**src/rtl/wb_sram_pkg.sv**
```systemverilog
// rtl/wb_sram_pkg.sv - shared types and helpers for the Wishbone SRAM controller
// Holds the FSM state enum and the bytewise merge used by read-modify-write.
package wb_sram_pkg;

  typedef enum logic {
    ST_IDLE = 1'b0,
    ST_RMW  = 1'b1
  } wb_sram_state_e;

  // Widest data path the merge helper supports; callers cast to/from DW.
  localparam int MAX_DW = 1024;

  function automatic logic [MAX_DW-1:0] byte_merge(
    input logic [MAX_DW-1:0]   old_word,
    input logic [MAX_DW-1:0]   new_word,
    input logic [MAX_DW/8-1:0] sel
  );
    logic [MAX_DW-1:0] res;
    for (int b = 0; b < MAX_DW/8; b++) begin
      res[b*8 +: 8] = sel[b] ? new_word[b*8 +: 8] : old_word[b*8 +: 8];
    end
    return res;
  endfunction

endpackage

```
**src/rtl/wb_sram_ctrl.sv**
```systemverilog
// rtl/wb_sram_ctrl.sv - Wishbone B4 pipelined slave in front of a synchronous SRAM
// Zero-wait reads/writes; partial writes become a two-cycle read-modify-write when the SRAM lacks byte enables.
module wb_sram_ctrl
  import wb_sram_pkg::*;
#(
  parameter int AW      = 32,
  parameter int DW      = 32,
  parameter int DEPTH   = 4096,
  parameter int BYTE_EN = 1
) (
  input  logic                     clk,
  input  logic                     rst_n,
  input  logic                     wb_cyc,
  input  logic                     wb_stb,
  input  logic                     wb_we,
  input  logic [AW-1:0]            wb_adr,
  input  logic [DW/8-1:0]          wb_sel,
  input  logic [DW-1:0]            wb_dat_i,
  output logic [DW-1:0]            wb_dat_o,
  output logic                     wb_ack,
  output logic                     wb_err,
  output logic                     wb_stall,
  output logic                     mem_en,
  output logic                     mem_we,
  output logic [DW/8-1:0]          mem_be,
  output logic [$clog2(DEPTH)-1:0] mem_addr,
  output logic [DW-1:0]            mem_wdata,
  input  logic [DW-1:0]            mem_rdata
);

  localparam int SW    = DW / 8;
  localparam int ADDRW = $clog2(DEPTH);
  localparam int IDXW  = AW - 2;
  localparam int CW    = (AW > 34) ? AW : 34;

  wb_sram_state_e state_q, state_d;

  logic             ack_q, ack_d;
  logic             err_q, err_d;
  logic [ADDRW-1:0] addr_q, addr_d;
  logic [DW-1:0]    data_q, data_d;
  logic [SW-1:0]    sel_q, sel_d;

  logic [IDXW-1:0]  idx;
  logic             in_range;
  logic             accept;
  logic             unused_adr_lsb;

  assign idx            = wb_adr[AW-1:2];
  assign in_range       = (CW'(idx) < CW'(DEPTH));
  assign unused_adr_lsb = ^wb_adr[1:0];

  assign wb_stall = (state_q == ST_RMW);
  // Gating with rst_n keeps the SRAM quiet while reset is held, even mid-RMW.
  assign accept   = rst_n & wb_cyc & wb_stb & ~wb_stall;

  assign wb_ack   = ack_q & wb_cyc;
  assign wb_err   = err_q & wb_cyc;
  assign wb_dat_o = wb_ack ? mem_rdata : '0;

  always_ff @(posedge clk or negedge rst_n) begin
    if (!rst_n) begin
      state_q <= ST_IDLE;
    end else begin
      state_q <= state_d;
    end
  end

  always_ff @(posedge clk or negedge rst_n) begin
    if (!rst_n) begin
      ack_q  <= 1'b0;
      err_q  <= 1'b0;
      addr_q <= '0;
      data_q <= '0;
      sel_q  <= '0;
    end else begin
      ack_q  <= ack_d;
      err_q  <= err_d;
      addr_q <= addr_d;
      data_q <= data_d;
      sel_q  <= sel_d;
    end
  end

  always_comb begin
    state_d   = state_q;
    ack_d     = 1'b0;
    err_d     = 1'b0;
    addr_d    = addr_q;
    data_d    = data_q;
    sel_d     = sel_q;
    mem_en    = 1'b0;
    mem_we    = 1'b0;
    mem_be    = '0;
    mem_addr  = '0;
    mem_wdata = '0;

    case (state_q)
      ST_IDLE: begin
        if (accept) begin
          if (!in_range) begin
            err_d = 1'b1;
          end else if (!wb_we) begin
            mem_en   = 1'b1;
            mem_addr = idx[ADDRW-1:0];
            ack_d    = 1'b1;
          end else if (wb_sel == '0) begin
            ack_d = 1'b1;
          end else if ((BYTE_EN != 0) || (wb_sel == '1)) begin
            mem_en    = 1'b1;
            mem_we    = 1'b1;
            mem_be    = wb_sel;
            mem_addr  = idx[ADDRW-1:0];
            mem_wdata = wb_dat_i;
            ack_d     = 1'b1;
          end else begin
            // Partial write without byte enables: fetch the old word first.
            mem_en   = 1'b1;
            mem_addr = idx[ADDRW-1:0];
            addr_d   = idx[ADDRW-1:0];
            data_d   = wb_dat_i;
            sel_d    = wb_sel;
            state_d  = ST_RMW;
          end
        end
      end

      ST_RMW: begin
        state_d = ST_IDLE;
        if (rst_n && wb_cyc) begin
          mem_en    = 1'b1;
          mem_we    = 1'b1;
          mem_be    = '1;
          mem_addr  = addr_q;
          mem_wdata = DW'(byte_merge(MAX_DW'(mem_rdata), MAX_DW'(data_q), (MAX_DW/8)'(sel_q)));
          ack_d     = 1'b1;
        end
      end

      default: begin
        state_d = ST_IDLE;
      end
    endcase
  end

endmodule

```
**config.mk**
```make
export PLATFORM = sky130hd
export DESIGN_NAME = wb_sram_ctrl
export DESIGN_NICKNAME = d
export VERILOG_FILES = /design/src/rtl/wb_sram_pkg.sv /design/src/rtl/wb_sram_ctrl.sv
export SDC_FILE = /design/constraint.sdc
export NUM_CORES = 1
export LEC_CHECK = 0
export ABC_AREA = 0
export BUFFER_PORTS_ARGS = -buffer_cell sky130_fd_sc_hd__buf_4
export CAP_MARGIN = 20
export CORE_AREA = 2 2 73 75
export DETAILED_ROUTE_END_ITERATION = 10
export DIE_AREA = 0 0 75 77
export GPL_TIMING_DRIVEN = 0
export MAX_ROUTING_LAYER = met4
export PLACE_DENSITY = 0.67
export SETUP_SLACK_MARGIN = 0.02
export SLEW_MARGIN = 20
export SYNTH_ARGS = -nofsm -noshare
export SYNTH_HDL_FRONTEND = slang
export SYNTH_SLANG_ARGS = --single-unit
```
**constraint.sdc**
```tcl
create_clock -name clk -period 1.8 [get_ports clk]
set_clock_uncertainty 0.05 [all_clocks]
set_input_delay 0.36 -clock clk [delete_from_list [all_inputs] [get_ports clk]]
set_output_delay 0.36 -clock clk [all_outputs]
set_load 0.005 [all_outputs]
```
Word-level counts from Yosys, hierarchy flattened
Index checks and enable logic that the tools add are counted.
- output and inout bits: 85
- bits of input ports: 105
- register bits: 2
- word-level logic and storage cells: 32
- bitwise logic cells: 4
- mux-type cells: 24
- order comparisons: 1
- reductions and logical operators: 1
- operators with widths (kind ; number):
    $mux 32 ; 5
    $mux 12 ; 4
    $lt 30x13->1 const B ; 1
    $mux 4 ; 4
    $mux 1 ; 11
    $and 1x1->1 ; 4
    $logic_not 4->1 ; 1

Depth between registers and ports, before layout
Gate-level depths: netlist of run 1.
- depth after elaboration: 5
- mapped depth: 5
- depth with buffers taken out: 3

Worst setup path before layout of run 1
OpenSTA, ideal clock, no wires.
- kind: in2out
- start: input port wb_adr[17]
- end: output port mem_wdata[21]
- arrival time: 1.540 ns
- cell stages on the path: 5
- path buffers: 3
- slack: -0.150 ns
- data required time: 1.390 ns
- cell sequence: or4_1 clkbuf_1 buf_2 buf_2 nor3_1
- cells in the longest elaborated chain, start to end: 3
- ends and longest elaborated chain (what ; RTL line ; RTL):
    from (decl) ; wb_sram_ctrl.sv:16 ; input logic [AW-1:0] wb_adr,
    $lt 30x13->1 ; wb_sram_ctrl.sv:50 ; assign in_range = (CW'(idx) < CW'(DEPTH));
    $mux 32 ; wb_sram_ctrl.sv:101 ; if (!in_range) begin
    $mux 32 ; wb_sram_ctrl.sv:100 ; if (accept) begin
    to (decl) ; wb_sram_ctrl.sv:27 ; output logic [DW-1:0] mem_wdata,
No other way between the ends.

Worst setup path in the final report of run 1
- start: input port wb_adr[17]
- end: output port mem_addr[10]
- cells in the longest elaborated chain, start to end: 3
- ends and longest elaborated chain (what ; RTL line ; RTL):
    $lt 30x13->1 ; wb_sram_ctrl.sv:50 ;
    $mux 12 ; wb_sram_ctrl.sv:101 ;
    $mux 12 ; wb_sram_ctrl.sv:100 ;
    to (decl) ; wb_sram_ctrl.sv:26 ; output logic [$clog2(DEPTH)-1:0] mem_addr,
No other way between the ends.

==> flow_summary.yaml, run 1 <==
status:
  outcome: "finished with violations"
  violations: "negative setup slack"
placement:
  place_ws_ps: -536
  dp_hpwl_mm: 4.76
  place.gp.congestion: 0.787
  dpl_cell_area_sq_um: 2640
  port_buffers: 186
floorplanning:
  die_h_um: 77
  die_w_um: 75
  core_region_area_sq_um: 4980
  ios: 190
  initial_utilization_pct: 19.8
  dieArea_sq_um: 5780
  rows: 26
min_path:
  hold_path_class: "in -> async"
sta:
  period_minus_slack_ps: 2150
  hold_slack_ps: 442
  rsz0062_at_grt: "true"
  final_max_slew_viol_count: 0
  clock.fmax_ghz: 0.465
  setup_slack_ps: -351
  period_share_pct: 120
  setup_viol: 50
  final-hold-violation-count: 0
cells_and_area:
  utilization_pct: 62.7
  nNetsFinal: 478
  drive_above_1_share_pct: 74.1
  num_antenna_cells: 0
  syn2layout_area_growth_pct: 217
  final_area_sq_um: 3120
synthesis:
  syn-mean-instance-area_sq_um: 5.63
  synth.distinct_cells: 21
  synth_top_area_share_pct: 20.8
  synthCells: 175
  synthArstFlopShare_pct: 100
  yosysWarnings: 0
  synth.area.top_cells: "nor3_1 21%, and3_1 20%, nand3_1 17%"
  yosysTopAreaCell: "nor3_1"
  syn_area_sq_um: 985
  synth.most_common_cell: "nor3_1"
  synthFlopType: "dfrtp_1"
  synthTopCellsByCount: "41 x nor3_1, 33 x nand3_1, 32 x and3_1"
  ys_ff_latch: 2
  synth_edf_count: 0
  synth-seq-area-share_pct: 5.08
  synth_fp_nets: 280
grt:
  grt_overflow: 0
  grt_antenna_before_repair: 0
  grt_use_total_pct: 19.9
  grt_max_degree: 11
  grt_pass1_wl_mm: 9.03
  grt_pass1_vias: 1947
critical_path:
  crit_path_max_incr_delay_ps: 550
  endpoint_kind: "output pin"
  crit_arrival_ps: 1740
  crit_path_top_delay_cell: "or4_4"
  path_delay_family: "simple AND/OR/NAND/NOR gates"
  worstPathRequired_ps: 1390
  cp.buffers_inverters: 3
  crit_top_cell: "buf_6"
  cp_max_fo: 5
  cp.depth: 6
  crit_path_cell_trace: "buf_6 -> or4_4 -> a211o_4 -> buf_6 -> nor3_4 -> buf_4"
  path_class: "in -> out"
  setup.worst_path.start_class: "input port"
power_and_ir_drop:
  clockPowerShare_pct: 34.4
  vdd_ir_drop_max_mv: 0.159
  power_mw: 0.502
  p_per_area_nw_per_um2: 161
  power_leakage_nw: 1.68
  p_switching_mw: 0.130
  seqPwrFrac_pct: 9.2
  comb_power_share_pct: 56.3
  swShare_pct: 26.0
  internal_power_mw: 0.372
clock_tree:
  cts_tree: "built"
  clkTransAtPathRegs_ps: 30
  cts_buffer_depth: 2
  cts_sinks: 2
  cts-buffers-inserted: 3
  cts_max_level: 1
  root_buffer: "clkbuf_8"
drt:
  vias_per_cell: 4.58
  vias: 2021
  wl_per_cell_um: 13.6
  firstDrtPassIters: 5
  antenna_left: 0
  finalWirelength_mm: 6.00
  drc: 0
  drt_iter0_markers: 40
run:
  maxCapViolations: 0
-- worst paths after layout --
| check | start | end | slack [ps] |
|---|---|---|---|
| setup / recovery | wb_adr[17] | mem_addr[10] | -350 |
| max in group asynchronous | rst_n | err_q$_DFF_PN0_ | 1140 |
| hold / removal | rst_n | ack_q$_DFF_PN0_ | 440 |
| min in group clk | wb_stb | ack_q$_DFF_PN0_ | 450 |
-- stage by stage --
stage / instances / TNS (ps)
floorplan: 175 / -2530
global placement: 431 / -23640
detailed placement: 431 / -24570
CTS: 439 / -12510
global route: 441 / -15610
finish: 441 / -13410
-- power by group through the flow --
| stage | sequential [mW] | clock (mW) | combinational, mW |
|---|---|---|---|
| after detailed placement | 0.0468 | 0 | 0.234 |
| after global routing | 0.0463 | 0.181 | 0.305 |
| after CTS | 0.0463 | 0.177 | 0.267 |
| final | 0.0463 | 0.173 | 0.283 |
| after floorplan | 0.0467 | 0 | 0.0524 |
| after global placement | 0.0468 | 0 | 0.231 |
-- per-layer routing --
metal	global-route usage (%)	vias up	share of wire, %
met5	-	-	0
met4	5.54	0	1.6
met3	1.58	8	6.5
met2	35.9	91	54
met1	22.8	902	38
li1	-	1020	-
-- layout by cell type (no fill, tap or decap), drive strengths merged, types with 2 or more instances in the layout --
| master | synthesis | routed |
|---|---|---|
| buf | 9 | 202 |
| inv | 12 | 12 |
| nand2 | 5 | 5 |
| and3 | 32 | 32 |
| and2 | 2 | 2 |
| nor3 | 50 | 50 |
| dfrtp | 2 | 2 |
| or4 | 2 | 2 |
| nor2 | 2 | 2 |
| nor4 | 4 | 4 |
| clkbuf | 17 | 19 |
| nand3 | 33 | 33 |
-- area by class of cell --
cell class | count | area [sq um]
repair buffers | 194 | 1500
well taps | 70 | 87.6
clock buffers | 3 | 41.3
inverters | 12 | 45.0
plain buffers | 25 | 267
multi-input cells | 135 | 1130
flip-flops and latches | 2 | 50.0
fillers | 456 | 1850
-- state kept, by name, summed over array words and instances (netlist names) --
register,flops
ack_q,1
err_q,1
-- repair_timing --
item / 4_1_cts / 5_1_grt
resized for setup: 53 / 25
endpoints found under the setup margin: 50 / 50
buffers inserted: 2 / 1
endpoints found under the hold margin: 2 / 0
hold buffers: 1 / 0
gates cloned: 3 / 1
pin swaps: 21 / 1
-- cells by family (layout without fill, tap and decap cells) --
group | count (synthesis) | in the layout | synth area share, %
flops | 2 | 2 | 5.08
compound gates | 2 | 2 | 1.91
simple gates | 132 | 132 | 76.6
buf+inv | 38 | 234 | 16.0
other cells | 1 | 1 | 0.381
No activity file was read; power rests on OpenSTA's default activity.
==> run 2, diff against run 1 <==
==> constraint.sdc (replaced) <==
create_clock -name clk -period 1.8 [get_ports clk]
set_clock_uncertainty 0.05 [all_clocks]
set_input_delay 0.09 -clock clk [delete_from_list [all_inputs] [get_ports clk]]
set_output_delay 0.09 -clock clk [all_outputs]
set_load 0.005 [all_outputs]
==> flow_summary.yaml, run 2 (synthesized netlist as in run 1, its figures left out) <==
status:
  outcome: "finished clean"
floorplanning:
  core_region_area_sq_um: 4980
  initial_utilization_pct: 19.8
  die_w_um: 75
  dieArea_sq_um: 5780
  die_h_um: 77
  ios: 190
  rows: 26
power_and_ir_drop:
  power_mw: 0.455
  power_leakage_nw: 1.37
  comb_power_share_pct: 51.1
  p_switching_mw: 0.108
  clockPowerShare_pct: 38.7
  vdd_ir_drop_max_mv: 0.151
  p_per_area_nw_per_um2: 175
  seqPwrFrac_pct: 10.2
  internal_power_mw: 0.347
  swShare_pct: 23.7
sta:
  final_max_slew_viol_count: 0
  final-hold-violation-count: 0
  setup_viol: 0
  relSlewSlack_pct: 60.4
  rsz0062_at_grt: "false"
  period_share_pct: 96.4
  clock.fmax_ghz: 0.577
  period_minus_slack_ps: 1730
  worst_slew_pin_slew_ps: 594
grt:
  grt_antenna_before_repair: 0
  grt_pass1_wl_mm: 8.36
  grt_overflow: 0
  grt_most_used_layer: "met2"
  gr-usage-met2_pct: 34.5
  grt_max_degree: 11
  grt_use_total_pct: 18.3
  grtUsageMet3_pct: 4.34
  grt_util_met1_pct: 19.0
  grt_pass1_vias: 1827
critical_path:
  path_class: "in -> out"
  worstPathRequired_ps: 1660
  endpoint_kind: "output pin"
  setup.worst_path.start_class: "input port"
  cp_max_fo: 5
  crit_arrival_ps: 1590
drt:
  firstDrtPassIters: 4
  vias_per_cell: 4.55
  antenna_left: 0
  drc: 0
  wl_per_cell_um: 12.9
  drt_iter0_markers: 31
  vias: 1991
  finalWirelength_mm: 5.67
cells_and_area:
  drive_above_1_share_pct: 59.2
  n_fill_cell: 529
  final_common_cell: "buf_4"
  post_layout_nonfiller_instances: 438
  nNetsFinal: 475
  syn2layout_area_growth_pct: 164
  largestRegisters: "ack_q: 1 flops, err_q: 1 flops"
  num_antenna_cells: 0
  mostFrequentLayoutCells: "192 x buf_4, 34 x nor3_1, 33 x nand3_1, 32 x and3_1"
clock_tree:
  root_buffer: "clkbuf_8"
  cts_max_level: 1
  cts_tree: "built"
  cts_buffer_depth: 2
  cts-buffers-inserted: 3
  cts_sinks: 2
  clkTransAtPathRegs_ps: 30
placement:
  place.gp.congestion: 0.755
  port_buffers: 186
  dp_hpwl_mm: 4.71
  placed_cells: 431
min_path:
  hold_path_class: "in -> reg"
run:
  maxCapViolations: 0
-- run 2: changes by cell type in the layout (fill, tap and decap cells not counted), moves of 4 or more --
cell | before | now
nor3_1 | 7 | 34
nor3_2 | 32 | 16
nor3_4 | 11 | 0
clkbuf_8 | 9 | 3
clkbuf_1 | 6 | 16
buf_4 | 186 | 192
clkbuf_16 | 4 | 0
nand3_1 | 23 | 33
nand3_2 | 9 | 0
buf_6 | 10 | 2
-- run 2: final timing paths --
check,from,end,slack (ps),cells after the start
max,wb_adr[17],mem_addr[3],70,7
min,wb_stb,ack_q$_DFF_PN0_,160,3
max in group asynchronous,rst_n,ack_q$_DFF_PN0_,1410,2
min in group asynchronous,rst_n,err_q$_DFF_PN0_,170,2
-- run 2: what timing repair did --
| action | 4_1_cts | 5_1_grt |
|---|---|---|
| hold buffers | 1 | 0 |
| pin swaps | 1 | 1 |
| setup endpoints to repair | 28 | 18 |
| hold endpoints to repair | 2 | 0 |
| resized for setup | 3 | 16 |
| gates cloned | 0 | 1 |
| buffers inserted | 2 | 0 |
-- run 2: power by group through the flow --
stage	Combinational (mW)	Clock, mW	Sequential [mW]
global route	0.254	0.187	0.0463
CTS	0.230	0.183	0.0463
floorplan	0.0459	0	0.0467
finish	0.233	0.176	0.0463
global placement	0.225	0	0.0468
detailed placement	0.227	0	0.0468
-- run 2: through the flow --
step	hold slack, ps	setup WS (ps)	setup TNS, ps	util [%]	instance area (sq um)
floorplan	-256	390	0	-	985
global placement	-168	-30.0	-42.3	49.6	2470
detailed placement	-166	-91.7	-599	49.6	2470
CTS	137	49.6	0	51.0	2540
global route	176	25.1	0	52.3	2600
finish	162	65.5	0	52.3	2600
-- run 2: critical path: stages --
cell and delay [ps]:
buf_4 110, or4_4 520, buf_6 140, a211o_4 330, buf_4 170, nor3_2 100, buf_4 130
-- run 2: routing by layer --
layer / wire (um) / share of wire [%]
met2: 2940 / 52
met4: 46 / 0.81
met1: 2040 / 36
met3: 640 / 11
met5: 0 / 0
-- run 2: area by class of cell --
cell class	instances	area [sq um]	area share [%]
repair buffers	190	1430	54.9
multi-input cells	135	825	31.7
plain buffers	26	126	4.85
well taps	70	87.6	3.36
flip-flops and latches	2	50.0	1.92
inverters	12	45.0	1.73
clock buffers	3	41.3	1.59
